$ cat config.mk
export PLATFORM = sky130hd
export DESIGN_NAME = piso_shift_register
export DESIGN_NICKNAME = d
export VERILOG_FILES = /design/src/rtl/piso_pkg.sv /design/src/rtl/piso_shift_register.sv
export SDC_FILE = /design/constraint.sdc
export NUM_CORES = 1
export LEC_CHECK = 0
export CORE_AREA = 3 3 40 42
export DETAILED_ROUTE_END_ITERATION = 10
export DIE_AREA = 0 0 43 45
export DONT_BUFFER_PORTS = 1
export GPL_TIMING_DRIVEN = 1
export SLEW_MARGIN = 10
export SYNTH_ARGS = -nofsm -noshare
export SYNTH_HDL_FRONTEND = slang
export SYNTH_SLANG_ARGS = --single-unit
$ cat constraint.sdc
create_clock -name clk -period 1.73 [get_ports clk]
set_clock_uncertainty 0.2 [all_clocks]
set_input_delay 0.2595 -clock clk [delete_from_list [all_inputs] [get_ports clk]]
set_output_delay 0.2595 -clock clk [all_outputs]
set_load 0.01 [all_outputs]
$ cat src/rtl/piso_pkg.sv
// Shared definitions for the parallel-in, serial-out transmitter:
// the controller state encoding and the bit-counter width helper.
package piso_pkg;

   // Two-state controller: waiting for a word, or streaming one out.
   typedef enum logic {
      IDLE  = 1'b0,
      SHIFT = 1'b1
   } piso_state_t;

   // Bit counter width for a given word width. The counter runs
   // DATA_W-1 down to 0, so $clog2(DATA_W) bits are enough. The floor of
   // one bit keeps the vector legal for degenerate widths.
   function automatic int cnt_width(input int data_w);
      return (data_w < 2) ? 1 : $clog2(data_w);
   endfunction

endpackage : piso_pkg

$ cat src/rtl/piso_shift_register.sv
// Parallel-in, serial-out shift register. A word is accepted over a
// valid/ready handshake and sent one bit per enabled cycle, MSB first by
// default. The word boundary is marked with last_o. A new word may be
// accepted on the same edge that consumes the final bit, so words stream
// back to back with no idle cycle between them.
module piso_shift_register
   import piso_pkg::*;
#(
   parameter int DATA_W    = 4,
   parameter bit MSB_FIRST = 1'b1
) (
   input  logic              clk,
   input  logic              reset,
   input  logic              load_valid_i,
   input  logic [DATA_W-1:0] load_data_i,
   output logic              load_ready_o,
   input  logic              tx_en_i,
   output logic              sr_o,
   output logic              sr_valid_o,
   output logic              last_o
);

   localparam int              CNT_W   = cnt_width(DATA_W);
   localparam logic [CNT_W-1:0] CNT_TOP = CNT_W'(DATA_W - 1);
   // Bit position that faces the serial line.
   localparam int              OUT_IDX = MSB_FIRST ? DATA_W - 1 : 0;

   piso_state_t       state_q, state_d;
   logic [DATA_W-1:0] shreg_q, shreg_d;
   logic [CNT_W-1:0]  cnt_q,   cnt_d;

   logic at_last;    // the bit on the line is the final bit of the word
   logic consume;    // the bit on the line is taken on this edge
   logic load_hs;    // a new word is captured on this edge
   logic [DATA_W-1:0] shifted;

   assign at_last = (state_q == SHIFT) && (cnt_q == '0);
   assign consume = (state_q == SHIFT) && tx_en_i;

   // Ready is combinational from tx_en_i on purpose: when the final bit is
   // being consumed the slot frees up in the same cycle, which is what lets
   // the next word follow without a gap.
   always_comb begin
      load_ready_o = (state_q == IDLE) || (at_last && tx_en_i);
   end

   assign load_hs = load_valid_i && load_ready_o;

   // One-position move toward the output end, zero-filled behind the word.
   generate
      if (MSB_FIRST) begin : g_shift_msb
         assign shifted = {shreg_q[DATA_W-2:0], 1'b0};
      end else begin : g_shift_lsb
         assign shifted = {1'b0, shreg_q[DATA_W-1:1]};
      end
   endgenerate

   // State register with asynchronous clear; an abandoned word never resumes.
   always_ff @(posedge clk or posedge reset) begin
      if (reset) begin
         state_q <= IDLE;
      end else begin
         state_q <= state_d;
      end
   end

   // Next-state logic: leave SHIFT only after the final bit is consumed
   // with no replacement word waiting.
   always_comb begin
      state_d = state_q;
      unique case (state_q)
         IDLE: begin
            if (load_hs) begin
               state_d = SHIFT;
            end
         end
         SHIFT: begin
            if (at_last && tx_en_i && !load_hs) begin
               state_d = IDLE;
            end
         end
         default: state_d = IDLE;
      endcase
   end

   // Datapath next values: capture on handshake, otherwise advance one bit
   // per enabled cycle, otherwise hold (stall).
   always_comb begin
      shreg_d = shreg_q;
      cnt_d   = cnt_q;
      if (load_hs) begin
         shreg_d = load_data_i;
         cnt_d   = CNT_TOP;
      end else if (consume && (cnt_q != '0)) begin
         shreg_d = shifted;
         cnt_d   = cnt_q - 1'b1;
      end
   end

   // Shift register and bit counter, cleared asynchronously.
   always_ff @(posedge clk or posedge reset) begin
      if (reset) begin
         shreg_q <= '0;
         cnt_q   <= '0;
      end else begin
         shreg_q <= shreg_d;
         cnt_q   <= cnt_d;
      end
   end

   // Serial outputs depend on registered state only, so they are glitch-free
   // with respect to the inputs and go quiet the moment reset asserts.
   always_comb begin
      sr_o       = 1'b0;
      sr_valid_o = 1'b0;
      last_o     = 1'b0;
      if (state_q == SHIFT) begin
         sr_o       = shreg_q[OUT_IDX];
         sr_valid_o = 1'b1;
         last_o     = (cnt_q == '0);
      end
   end

endmodule : piso_shift_register

---- Yosys cells after proc, flatten, opt, wreduce, memory -nomap -nowiden ----
Index checks and enable logic that the tools add are counted.
word-level totals
  register bits ........................... 7
  input port bits ......................... 8
  output and inout port bits .............. 4
cells by class
  bitwise logic cells ..................... 1
  mux-type cells .......................... 10
  $add $sub $neg .......................... 1
  reductions and logical operators ........ 11
operators with widths
  operator               number
  $mux W4                2
  $logic_and A1 B1 Y1    6
  $mux W1                5
  $mux W2                2
  $reduce_bool A2 Y1     2
  $logic_not A2 Y1       1
  $pmux W1 S2            1
  $sub A2 B1 Y2 const B  1
  $logic_not A1 Y1       1
  $logic_or A1 B1 Y1     1
  $not A1 Y1             1

---- Logic depth before layout (Yosys ltp) ----
  word-level depth ........................ 9
  depth in mapped cells ................... 5
  gate-level depth less buffers ........... 5

---- Least setup slack after synthesis ----
No wires, ideal clock.
  path type ............................... register -> register
  from .................................... reg cnt_q[0]
  to ...................................... reg shreg_q[3]
  path slack .............................. 0.235 ns
  setup time .............................. 0.123 ns
  data required time ...................... 1.407 ns
  path buffers ............................ 0
  data arrival time ....................... 1.173 ns
  period minus slack after synthesis ...... 1.495 ns
  cell stages (with the launch flop) ...... 6
  cells stage by stage .................... dfrtp_1 -> inv_1 -> ha_1 -> nand2b_1 -> nand2_2 -> o221a_2
between the ends
  longest elaborated chain between the ends .. 6
ends and longest elaborated chain
  element                                               RTL line                    source
  start, declared                                       piso_shift_register.sv:30   logic [CNT_W-1:0] cnt_q, cnt_d;
  start signal, assigned                                piso_shift_register.sv:107  cnt_q <= cnt_d;
  $logic_not A2 Y1                                      piso_shift_register.sv:37   assign at_last = (state_q == SHIFT) && (cnt_q == '0);
  $logic_and A1 B1 Y1                                   piso_shift_register.sv:37
  $logic_and A1 B1 Y1                                   piso_shift_register.sv:44   load_ready_o = (state_q == IDLE) || (at_last && tx_en_i);
  $logic_or A1 B1 Y1                                    piso_shift_register.sv:44
  $logic_and A1 B1 Y1                                   piso_shift_register.sv:47   assign load_hs = load_valid_i && load_ready_o;
  $mux W4 / $reduce_bool A2 Y1 (equally long branches)  --
  end signal, assigned                                  piso_shift_register.sv:106  shreg_q <= shreg_d;
  end, declared                                         piso_shift_register.sv:29   logic [DATA_W-1:0] shreg_q, shreg_d;
Parallel ways exist; a longest one is shown, timed or not.
A chain may end at the register's enable or synchronous reset.

---- Worst setup path after layout ----
  from .................................... reg cnt_q[1]
  to ...................................... out last_o
between the ends
  longest elaborated chain between the ends .. 2
ends and longest elaborated chain
  element           RTL line                    source
  $logic_not A2 Y1  piso_shift_register.sv:120  last_o = (cnt_q == '0);
  $mux W1           piso_shift_register.sv:117  if (state_q == SHIFT) begin
  end, declared     piso_shift_register.sv:20   output logic last_o
No other way between the ends.

==> qor.yml <==
status: "finished, final reports clean"
yosysUniqueCellTypes: 19
die_h_um: 45
setup_viol: 0
via_per_inst: 5.44
syn-mean-instance-area_sq_um: 9.80
ys.warnings.count: 0
drcViolationCount: 0
whs_path_depth: 2
rrSetupSlack_ns: 0.26
dp_hpwl_um: 615
worstSetupStartpointType: "flip-flop"
grt_overflow_total: 0
wl_met3_um: 108
crit_path_max_fanout: 5
antenna_cells: 0
path_delay_family: "flip-flops"
netSwitchingFraction: 0.345
die_width_um: 43
synth_edf_count: 0
ir_worst_vdd_mv: 0.772
met1Wirelength_um: 376
end_kind: "output pin"
cts-root-buf: "clkbuf_4"
synth_area_leader_cell: "dfrtp_1"
cp.arrival_ns: 1.17
syn_inst: 42
relSlewSlack: 0.743
drtIter0Drc: 4
hp-start: "load_data_i[0]"
synth_nets: 51
p_seq_frac: 0.355
cp_slowest_cell: "dfrtp_1"
grt_max_degree: 13
port-buffer-count: 0
synth_top_area_frac: 0.426
clk_path_buf_depth: 2
crit_type: "reg -> out"
tns_ns: 0
max_stage_delay_ns: 0.38
synthTopCellsByCount: "dfrtp_1, o21ai_0, inv_1"
async_flop_share: 1.00
rsz0062_at_grt: "no"
maxCapViolCount: 0
wl_met2_um: 431
hold_path_end: "shreg_q[0]$_DFFE_PP0P_"
top_layer: "met4"
maxSlewViolCount: 0
synth_most_common_cell: "dfrtp_1"
power.internal_uw: 538
core_sq_um: 1280
reg2reg_depth: 5
fin_crit_ns: 1.63
synth_ff_type: "dfrtp_1"
utilization: 0.421
gr-usage-all-layers: 0.122
ant_nets: 0
place_area_sq_um: 433
totalWireLength_um: 922
timing.fmax_mhz: 613
std_cell_rows: 13
hold_viol_final: 0
combPwrFrac: 0.463
p_switching_uw: 284
area.growth.synth_to_final_pct: 31.3
netlist_area_sq_um: 412
clkTransAtPathRegs_ns: 0.05
synth-seq-area-share: 0.426
clkPwrFrac: 0.182
finalNetCount: 63
cts_tree: "done"
grt_pass1_vias: 399
antenna_found_initial: 0
drive_above_1_share: 0.283
fill_cells: 129
start_util: 0.320
stdcell_area_sq_um: 541
cts_max_level: 1
synth_area_leaders: "dfrtp_1, o221a_2, o21ai_0"
cp_cell_sequence: "inv_2, ha_4, buf_4, and2_4"
ys_ff_latch: 7
cp.required_ns: 1.27
gp_congestion: 0.666
cts_buffers: 3
wire_per_inst_um: 13.6
vias: 370
r2r-end: "shreg_q[1]$_DFFE_PP0P_"
path_buf_inv: 2
die-area_sq_um: 1940
p_total_uw: 822
p_leak_nw: 0.236
fin_crit_sh: 0.942
cts_sinks: 7
grt_pass1_wl_um: 1700
power_density_nw_per_um2: 1520
boundaryPins: 12
dr.pass1.iters: 4
hp-class: "in -> reg"
regToRegStartpoint: "cnt_q[0]$_DFFE_PP0P_"
clock_latency_ns: 0.25
worstMarginPinSlew_ns: 0.385
[metal layers]
layer  global-route usage  vias to the layer above
met1                0.132                      175
met2                0.195                       22
met3               0.0837                        2
li1                     -                      171
met5                    0                        -
met4               0.0361                        0
[logic make-up after synthesis]
group / share of synthesized area
AOI/OAI and AO/OA: 0.264
adders and majority gates: 0.0304
buffers and inverters: 0.0486
DFF: 0.426
and+or+nand+nor: 0.231
[cells in the final DEF, fill, tap and decap left out, types with 3 or more instances in the layout]
master	instances
nor2_1	3
o221a_2	3
clkbuf_4	3
dlygate4sd3_1	6
nor3b_1	3
inv_1	3
o21ai_0	5
dfrtp_1	7
[worst max path at each step]
| stage | from | endpoint | slack [ns] | cells after the start |
|---|---|---|---|---|
| final | cnt_q[1]$_DFFE_PP0P_ | last_o | 0.1 | 4 |
| after floorplan | cnt_q[0]$_DFFE_PP0P_ | shreg_q[3]$_DFFE_PP0P_ | 0.23 | 5 |
| after global placement | cnt_q[0]$_DFFE_PP0P_ | shreg_q[3]$_DFFE_PP0P_ | 0.19 | 6 |
| after CTS | cnt_q[1]$_DFFE_PP0P_ | last_o | 0.03 | 4 |
| after global routing | cnt_q[0]$_DFFE_PP0P_ | last_o | 0.02 | 4 |
| after detailed placement | cnt_q[0]$_DFFE_PP0P_ | shreg_q[2]$_DFFE_PP0P_ | 0.17 | 6 |
[what timing repair did]
| item | 4_1_cts | 5_1_grt |
|---|---|---|
| setup endpoints to repair | 1 | 1 |
| setup buffers | 1 | 0 |
| endpoints found under the hold margin | 12 | 0 |
| resized for setup | 1 | 3 |
| hold buffers | 6 | 0 |
[per-stage QoR]
stage	worst slack, ns	instances	hold WS [ns]
after floorplan	0.235	42	-0.137
after global placement	0.189	57	-0.0944
after detailed placement	0.171	57	-0.0938
after CTS	0.0260	68	0.0200
after global routing	0.0209	68	0.0302
final	0.0996	68	0.0259
[registers in the layout (all words and copies together), names as in the netlist]
| register | count |
|---|---|
| shreg_q | 4 |
| state_q | 1 |
| cnt_q | 2 |
[cell type report]
cell class                 count  area [sq um]  share of cell area
multi-input combinational     30           230               0.426
clock buffer                   4          26.3              0.0486
sequential                     7           175               0.324
tap                           15          18.8              0.0347
timing repair buffer           8          75.1               0.139
inverter                       4          15.0              0.0278
[power groups by stage]
stage | registers [mW] | clock network, mW | logic, mW
3_5_place_dp | 0.299 | 0 | 0.313
2_1_floorplan | 0.281 | 0 | 0.268
6_report | 0.292 | 0.149 | 0.381
5_1_grt | 0.305 | 0.169 | 0.427
4_1_cts | 0.290 | 0.155 | 0.355
3_3_place_gp | 0.298 | 0 | 0.305
Note: power is estimated with default switching activity, not from simulation.
